==> src/rtl/control_pkg.sv <==
// rtl/control_pkg.sv - shared encodings for the multicycle RV32I control unit
//
// Purpose: FSM state encoding, RV32I opcode constants, instruction classes,
// ALU op codes and the mux-select / trap-cause encodings used by the control
// unit and its decoder. Also holds the ALU op derivation helper.
// Ports: none (package).

package control_pkg;

   typedef enum logic [2:0] {
      ST_FETCH  = 3'd0,
      ST_DECODE = 3'd1,
      ST_EXEC   = 3'd2,
      ST_MEM    = 3'd3,
      ST_WB     = 3'd4,
      ST_TRAP   = 3'd5
   } state_e;

   // RV32I major opcodes
   localparam logic [6:0] OPC_LOAD     = 7'b0000011;
   localparam logic [6:0] OPC_MISC_MEM = 7'b0001111;
   localparam logic [6:0] OPC_OP_IMM   = 7'b0010011;
   localparam logic [6:0] OPC_AUIPC    = 7'b0010111;
   localparam logic [6:0] OPC_STORE    = 7'b0100011;
   localparam logic [6:0] OPC_OP       = 7'b0110011;
   localparam logic [6:0] OPC_LUI      = 7'b0110111;
   localparam logic [6:0] OPC_BRANCH   = 7'b1100011;
   localparam logic [6:0] OPC_JALR     = 7'b1100111;
   localparam logic [6:0] OPC_JAL      = 7'b1101111;
   localparam logic [6:0] OPC_SYSTEM   = 7'b1110011;

   typedef enum logic [3:0] {
      CL_OP, CL_OP_IMM, CL_LOAD, CL_STORE, CL_BRANCH, CL_JAL,
      CL_JALR, CL_LUI, CL_AUIPC, CL_FENCE, CL_SYSTEM, CL_NONE
   } iclass_e;

   // ALU op codes: {funct7[5], funct3}
   localparam logic [3:0] ALU_ADD  = 4'b0000;
   localparam logic [3:0] ALU_SLL  = 4'b0001;
   localparam logic [3:0] ALU_SLT  = 4'b0010;
   localparam logic [3:0] ALU_SLTU = 4'b0011;
   localparam logic [3:0] ALU_XOR  = 4'b0100;
   localparam logic [3:0] ALU_SRL  = 4'b0101;
   localparam logic [3:0] ALU_OR   = 4'b0110;
   localparam logic [3:0] ALU_AND  = 4'b0111;
   localparam logic [3:0] ALU_SUB  = 4'b1000;
   localparam logic [3:0] ALU_SRA  = 4'b1101;

   localparam logic SRC1_RS1 = 1'b0;
   localparam logic SRC1_PC  = 1'b1;

   typedef enum logic [1:0] {
      SRC2_IMM_I = 2'b00,
      SRC2_IMM_S = 2'b01,
      SRC2_RS2   = 2'b10,
      SRC2_IMM_U = 2'b11
   } alu_src2_e;

   typedef enum logic [1:0] {
      WB_IMM_U = 2'b00,
      WB_ALU   = 2'b01,
      WB_DMEM  = 2'b10,
      WB_PC4   = 2'b11
   } wb_src_e;

   typedef enum logic [1:0] {
      PC_PLUS4  = 2'b00,
      PC_TARGET = 2'b01,
      PC_ALU    = 2'b10,
      PC_TRAP   = 2'b11
   } pc_src_e;

   typedef enum logic [1:0] {
      CAUSE_ILLEGAL = 2'b00,
      CAUSE_ECALL   = 2'b01,
      CAUSE_IMEM_TO = 2'b10,
      CAUSE_DMEM_TO = 2'b11
   } trap_cause_e;

   // Shifts need funct7[5] to tell SRL from SRA; other OP-IMM forms carry
   // immediate bits in that position, so it is forced to 0 for them.
   function automatic logic [3:0] alu_op_f(iclass_e cls, logic [2:0] f3, logic f7_5);
      logic [3:0] op;
      op = ALU_ADD;
      case (cls)
         CL_OP:     op = {f7_5, f3};
         CL_OP_IMM: op = (f3 == 3'b001 || f3 == 3'b101) ? {f7_5, f3} : {1'b0, f3};
         default:   op = ALU_ADD;
      endcase
      return op;
   endfunction

endpackage

==> src/rtl/main_decoder.sv <==
// rtl/main_decoder.sv - combinational RV32I opcode/funct decoder
//
// Purpose: classify the latched instruction and flag encodings that the core
// does not implement.
// Ports:
//   opcode_i, funct3_i, funct7_i : instruction register fields
//   iclass_o                     : instruction class
//   illegal_o                    : unsupported opcode or bad funct3/funct7

module main_decoder
   import control_pkg::*;
(
   input  logic [6:0] opcode_i,
   input  logic [2:0] funct3_i,
   input  logic [6:0] funct7_i,
   output iclass_e    iclass_o,
   output logic       illegal_o
);

   always_comb begin
      iclass_o  = CL_NONE;
      illegal_o = 1'b0;
      case (opcode_i)
         OPC_OP: begin
            iclass_o  = CL_OP;
            // only SUB and SRA use the alternate funct7
            illegal_o = !((funct7_i == 7'b0000000) ||
                          (funct7_i == 7'b0100000 &&
                           (funct3_i == 3'b000 || funct3_i == 3'b101)));
         end
         OPC_OP_IMM: begin
            iclass_o = CL_OP_IMM;
            if (funct3_i == 3'b001)
               illegal_o = (funct7_i != 7'b0000000);
            else if (funct3_i == 3'b101)
               illegal_o = !(funct7_i == 7'b0000000 || funct7_i == 7'b0100000);
         end
         OPC_LOAD: begin
            iclass_o  = CL_LOAD;
            illegal_o = (funct3_i == 3'b011) || (funct3_i == 3'b110) || (funct3_i == 3'b111);
         end
         OPC_STORE: begin
            iclass_o  = CL_STORE;
            illegal_o = funct3_i[2] || (funct3_i[1:0] == 2'b11);
         end
         OPC_BRANCH: begin
            iclass_o  = CL_BRANCH;
            illegal_o = (funct3_i[2:1] == 2'b01);
         end
         OPC_JALR: begin
            iclass_o  = CL_JALR;
            illegal_o = (funct3_i != 3'b000);
         end
         // plain FENCE only; FENCE.I is not part of this core
         OPC_MISC_MEM: begin
            iclass_o  = CL_FENCE;
            illegal_o = (funct3_i != 3'b000);
         end
         OPC_JAL:    iclass_o = CL_JAL;
         OPC_LUI:    iclass_o = CL_LUI;
         OPC_AUIPC:  iclass_o = CL_AUIPC;
         OPC_SYSTEM: iclass_o = CL_SYSTEM;
         default:    illegal_o = 1'b1;
      endcase
   end

endmodule

==> src/rtl/multicycle_control.sv <==
// rtl/multicycle_control.sv - multicycle RV32I control FSM with memory watchdog
//
// Purpose: sequences FETCH/DECODE/EXEC/MEM/WB/TRAP and drives datapath
// controls combinationally from the current state and instruction fields.
// Ports:
//   clk_i, rst_i                         : clock, synchronous active-high reset
//   opcode_i, funct3_i, funct7_i         : instruction register fields
//   branch_taken_i                       : branch comparator result
//   imem_req_o / imem_ready_i            : instruction fetch handshake
//   dmem_req_o / dmem_ready_i            : data access handshake
//   ir_load_o                            : instruction register load strobe
//   reg_write_enable_o, mem_write_enable_o
//   alu_src_1_o, alu_src_2_o, alu_op_o   : ALU operand selects and operation
//   reg_write_src_o, pc_write_o, pc_src_o: writeback / PC update controls
//   trap_o, trap_cause_o, state_o        : trap strobe, sticky cause, FSM state

module multicycle_control
   import control_pkg::*;
#(
   parameter int unsigned TIMEOUT_CYCLES = 0,
   parameter int unsigned TIMEOUT_W      = 8
) (
   input  logic       clk_i,
   input  logic       rst_i,
   input  logic [6:0] opcode_i,
   input  logic [2:0] funct3_i,
   input  logic [6:0] funct7_i,
   input  logic       branch_taken_i,
   output logic       imem_req_o,
   input  logic       imem_ready_i,
   output logic       dmem_req_o,
   input  logic       dmem_ready_i,
   output logic       ir_load_o,
   output logic       reg_write_enable_o,
   output logic       mem_write_enable_o,
   output logic       alu_src_1_o,
   output logic [1:0] alu_src_2_o,
   output logic [3:0] alu_op_o,
   output logic [1:0] reg_write_src_o,
   output logic       pc_write_o,
   output logic [1:0] pc_src_o,
   output logic       trap_o,
   output logic [1:0] trap_cause_o,
   output logic [2:0] state_o
);

   localparam bit WD_ON = (TIMEOUT_CYCLES != 0);
   // The request is held for TIMEOUT_CYCLES cycles; the last of them is the
   // one where the counter shows TIMEOUT_CYCLES-1, so ready sampled in that
   // cycle still wins over the timeout.
   localparam logic [TIMEOUT_W-1:0] WD_LAST = TIMEOUT_W'(TIMEOUT_CYCLES - 1);

   state_e                 state_q, state_d;
   logic [TIMEOUT_W-1:0]   wd_q, wd_d;
   trap_cause_e            cause_q, cause_d;

   iclass_e                iclass;
   logic                   illegal;
   logic                   wd_expired;

   main_decoder u_main_decoder (
      .opcode_i  (opcode_i),
      .funct3_i  (funct3_i),
      .funct7_i  (funct7_i),
      .iclass_o  (iclass),
      .illegal_o (illegal)
   );

   assign wd_expired = WD_ON && (wd_q == WD_LAST);

   always_comb begin
      state_d            = state_q;
      wd_d               = wd_q;
      cause_d            = cause_q;
      imem_req_o         = 1'b0;
      dmem_req_o         = 1'b0;
      ir_load_o          = 1'b0;
      reg_write_enable_o = 1'b0;
      mem_write_enable_o = 1'b0;
      alu_src_1_o        = SRC1_RS1;
      alu_src_2_o        = SRC2_IMM_I;
      alu_op_o           = ALU_ADD;
      reg_write_src_o    = WB_IMM_U;
      pc_write_o         = 1'b0;
      pc_src_o           = PC_PLUS4;
      trap_o             = 1'b0;

      case (state_q)
         ST_FETCH: begin
            imem_req_o = 1'b1;
            if (imem_ready_i) begin
               ir_load_o = 1'b1;
               state_d   = ST_DECODE;
            end else if (wd_expired) begin
               cause_d = CAUSE_IMEM_TO;
               state_d = ST_TRAP;
            end else if (WD_ON) begin
               wd_d = wd_q + 1'b1;
            end
         end

         ST_DECODE: begin
            if (iclass == CL_SYSTEM) begin
               cause_d = CAUSE_ECALL;
               state_d = ST_TRAP;
            end else if (illegal) begin
               cause_d = CAUSE_ILLEGAL;
               state_d = ST_TRAP;
            end else begin
               state_d = ST_EXEC;
            end
         end

         ST_EXEC: begin
            alu_op_o = alu_op_f(iclass, funct3_i, funct7_i[5]);
            case (iclass)
               CL_OP, CL_BRANCH: alu_src_2_o = SRC2_RS2;
               CL_STORE:         alu_src_2_o = SRC2_IMM_S;
               CL_AUIPC: begin
                  alu_src_1_o = SRC1_PC;
                  alu_src_2_o = SRC2_IMM_U;
               end
               default:          alu_src_2_o = SRC2_IMM_I;
            endcase
            case (iclass)
               CL_LOAD, CL_STORE: state_d = ST_MEM;
               CL_BRANCH: begin
                  pc_write_o = 1'b1;
                  pc_src_o   = branch_taken_i ? PC_TARGET : PC_PLUS4;
                  state_d    = ST_FETCH;
               end
               CL_FENCE: begin
                  pc_write_o = 1'b1;
                  pc_src_o   = PC_PLUS4;
                  state_d    = ST_FETCH;
               end
               default: state_d = ST_WB;
            endcase
         end

         ST_MEM: begin
            dmem_req_o         = 1'b1;
            mem_write_enable_o = (iclass == CL_STORE);
            if (dmem_ready_i) begin
               if (iclass == CL_STORE) begin
                  pc_write_o = 1'b1;
                  pc_src_o   = PC_PLUS4;
                  state_d    = ST_FETCH;
               end else begin
                  state_d = ST_WB;
               end
            end else if (wd_expired) begin
               cause_d = CAUSE_DMEM_TO;
               state_d = ST_TRAP;
            end else if (WD_ON) begin
               wd_d = wd_q + 1'b1;
            end
         end

         ST_WB: begin
            reg_write_enable_o = 1'b1;
            pc_write_o         = 1'b1;
            case (iclass)
               CL_JAL: begin
                  pc_src_o        = PC_TARGET;
                  reg_write_src_o = WB_PC4;
               end
               CL_JALR: begin
                  pc_src_o        = PC_ALU;
                  reg_write_src_o = WB_PC4;
               end
               CL_LUI:  reg_write_src_o = WB_IMM_U;
               CL_LOAD: reg_write_src_o = WB_DMEM;
               default: reg_write_src_o = WB_ALU;
            endcase
            state_d = ST_FETCH;
         end

         ST_TRAP: begin
            trap_o     = 1'b1;
            pc_write_o = 1'b1;
            pc_src_o   = PC_TRAP;
            state_d    = ST_FETCH;
         end

         default: state_d = ST_FETCH;
      endcase

      // every wait phase starts with a fresh count
      if (state_d != state_q) wd_d = '0;

      trap_cause_o = cause_q;
      state_o      = state_q;

      // outputs are forced low for the whole reset, not just after the edge
      if (rst_i) begin
         imem_req_o         = 1'b0;
         dmem_req_o         = 1'b0;
         ir_load_o          = 1'b0;
         reg_write_enable_o = 1'b0;
         mem_write_enable_o = 1'b0;
         alu_src_1_o        = 1'b0;
         alu_src_2_o        = 2'b00;
         alu_op_o           = 4'b0000;
         reg_write_src_o    = 2'b00;
         pc_write_o         = 1'b0;
         pc_src_o           = 2'b00;
         trap_o             = 1'b0;
         trap_cause_o       = 2'b00;
         state_o            = 3'd0;
      end
   end

   always_ff @(posedge clk_i) begin
      if (rst_i) begin
         state_q <= ST_FETCH;
         wd_q    <= '0;
         cause_q <= CAUSE_ILLEGAL;
      end else begin
         state_q <= state_d;
         wd_q    <= wd_d;
         cause_q <= cause_d;
      end
   end

endmodule

==> config.mk <==
export PLATFORM = sky130hd
export DESIGN_NAME = multicycle_control
export DESIGN_NICKNAME = d
export VERILOG_FILES = /design/src/rtl/control_pkg.sv /design/src/rtl/main_decoder.sv /design/src/rtl/multicycle_control.sv
export SDC_FILE = /design/constraint.sdc
export NUM_CORES = 1
export LEC_CHECK = 0
export CORE_ASPECT_RATIO = 1.25
export CORE_MARGIN = 4
export CORE_UTILIZATION = 40
export CTS_BUF_LIST = sky130_fd_sc_hd__clkbuf_4 sky130_fd_sc_hd__clkbuf_8
export CTS_CLUSTER_DIAMETER = 60
export DETAILED_ROUTE_END_ITERATION = 10
export PLACE_DENSITY_LB_ADDON = 0.15
export SYNTH_ARGS = -nofsm -noshare
export SYNTH_HDL_FRONTEND = slang
export SYNTH_SLANG_ARGS = --single-unit
==> constraint.sdc <==
create_clock -name clk_i -period 3.95 [get_ports clk_i]
set_input_delay 0.395 -clock clk_i [delete_from_list [all_inputs] [get_ports clk_i]]
set_output_delay 0.395 -clock clk_i [all_outputs]
set_load 0.05 [all_outputs]
==> out/qor.txt <==
Syn_area_per_cell = 6.39 sq um
Wirelength per Cell = 13.9 um
Pwr dens = 168 nW/um^2
Synth Cell Area = 850 sq um
Worst Tran Pin Value = 504 ps
YS warnings = 0
Worst Setup End Kind = primary output
Worst vdd ir = 0.135 mV
Post-CTS Setup Bufs = 0
CP Cell Sequence = clkdlybuf4s50_1 > or2_2 > nor3_1 > and4_1 > a211oi_1 > nor3b_1 > clkdlybuf4s50_1
Hold Buf Count CTS = 0
Asr flop ratio synth = 0%
Multiplexer area fraction after synthesis = 0%
Top post-synthesis cells by area = dfxtp_1 9.4%, nand2_1 6.2%, nor2_1 6.2%
Slowest CP cell = clkdlybuf4s50_1
Routability Congestion = 0.883
Crit path largest cell delay = 830 ps
CTS tree = yes
Clock Latency Late Sink = 240 ps
Core ar. = 2000 sq um
Reg clk slew, reported paths = 40 ps
Worst-path fanout max = 15
WP data arrival = 3010 ps
Worst path required time = 3560 ps
Worst hold start = cause_q[0]
Synthesized-area fraction occupied by adder cells = 4.42%
Post-placement setup slack = 576 ps
Initial Util = 42.4%
Die area = 2930 sq um
Crit Path Class = primary input to primary output
Synth area leader = dfxtp_1
PnR worst setup slack = 542 ps
Top cell type's share of synthesized area = 9.43%
DRT Pass-1 Iters = 4
Number of port buffers = 43
Fmax = 293 MHz
Pin count of the biggest net entering global routing = 16
Final nets = 199
Via count = 1135
Most used cell, CP = clkdlybuf4s50_1
CP Launch Type = primary input
Top post-synthesis cells by count = 14 x nand2_1, 14 x nor2_1, 9 x a21oi_1
Slew Limit Fails = 0
Hold Path Class = register to register
EDFF count, synth = 0
First-pass GRT wire length = 4.37 mm
Clock Skew = 1.49 ps
Synth Net Count = 158
Hold Path Depth = 2
Worst r2r dst = state_q[2]
Post-Synthesis Cells = 133
Fillers = 202
Worst R2R Start = state_q[0]
Maximum root-to-sink buffer count = 2
RSZ-0062 raised after global routing = false
Sequential area share after synthesis = 9.43%
GRT met3 Usage = 2.02%
I/O pin cnt = 45
Via/cell ratio = 5.91
Layout cells sized above 1 = 5.23%
Gr busiest metal = met2
# clock sinks = 4
Die W = 49.2 um
Vias in the first global route = 1062
Layout area overhead = 53.6%
Number of routed nets with antenna violations = 0
DRC violations left = 0
Die height = 59.5 um
Post-synthesis compound-gate area fraction = 29.2%
Post-synthesis xor/xnor area fraction = 2.06%
Storage cell area = 80.1 sq um
Netlist cell types = 45
Synth Flop Type = dfxtp_1
Minimum clock period after layout = 3410 ps
Register bit total from synthesis = 4
Hpwl dp = 2.11 mm
Final core utilization = 65.1%
Gr ovfl total = 0
Root Buffer = clkbuf_4
Total CTS buffers = 3
Initial antenna violation count = 0
Critical path's top delay family = buffers and inverters
Final WL = 2.66 mm
Reg2reg path depth = 4
M1 GR Usage = 20.0%
Worst Hold End = cause_q[0]
GRT Total Usage = 18.1%
Status = finished, final reports clean
Number of diodes = 0
Final Setup Violations = 0
H-tree Lvls = 1
Endpoints failing hold = 0
Grt met2 use = 35.8%
Slew headroom = 66.3%
Reg-to-reg setup timing slack = 2420 ps
Largest family of logic cells by synthesized area = simple AND/OR/NAND/NOR gates
Row count = 18
Post-synthesis simple-gate area fraction = 47.4%
Multi-input logic area = 709 sq um
Cts repair resizes = 0
Max Cap Viol = 0
DR iter-0 viols = 19
P_leak = 0.000446 uW
Worst path bufs/invs = 2
Final period utilization = 86.3%
Setup TNS = 0 ps
-- stage by stage --
step / total power (uW) / cells / area [sq um] / hold WS (ps)
floorplan: 122 / 133 / 850 / 599
global placement: 166 / 189 / 1280 / 627
detailed placement: 166 / 189 / 1280 / 646
CTS: 220 / 192 / 1310 / 659
global route: 233 / 192 / 1310 / 714
finish: 219 / 192 / 1310 / 645
-- tightest hold or removal path: stages, from the launching register on --
cell     delay (ps)
dfxtp_1         300
nor2b_1         160
a22o_1          150
-- worst max path at each step --
stage | from | to | slack (ps) | cells past startpoint
final | opcode_i[2] | pc_write_o | 540 | 7
after global routing | opcode_i[2] | pc_write_o | 430 | 7
after CTS | opcode_i[2] | pc_write_o | 550 | 7
after detailed placement | opcode_i[2] | pc_write_o | 580 | 7
after global placement | opcode_i[2] | pc_write_o | 600 | 7
after floorplan | rst_i | alu_src_2_o[1] | 440 | 4
-- area by class of cell --
type	count	share of cell area [%]
multi-input cells	114	54.4
repair buffers	45	34.1
flip-flops and latches	4	6.14
well taps	20	1.92
clock buffers	3	1.73
inverters	6	1.73
-- routing by layer --
layer	up-vias	wire length (um)
met3	6	152
met1	523	1100
met4	0	38
met2	39	1380
met5	-	0
li1	567	-
-- power breakdown --
part	internal (uW)	total, uW	switching (uW)
logic	51.2	116	65.0
registers	43.4	50.3	6.92
clock network	34.1	52.4	18.3
-- placed cells by master, fill, tap and decap left out, drive strengths merged, types with 4 or more instances in the layout --
cell type,Yosys,layout
a211oi,4,4
or3,4,4
nor3,5,5
dfxtp,4,4
nor2,14,14
nand2,14,14
clkdlybuf4s50,0,43
inv,6,6
nor2b,6,6
nor4,4,4
nand3,4,4
a21oi,9,9
and2,6,6
-- sequential cells by signal (all words and copies together) (netlist names) --
name     flops
cause_q      1
state_q      3
-- cell families (layout without fill, tap and decap cells) --
family	count (synthesis)	in the layout
other	1	1
and+or+nand+nor	74	74
buffers and inverters	15	54
AOI/OAI and AO/OA	34	34
xor gates and xnor gates	2	2
adders and majority gates	3	3
DFF	4	4
(Power assumes the default switching activity.)
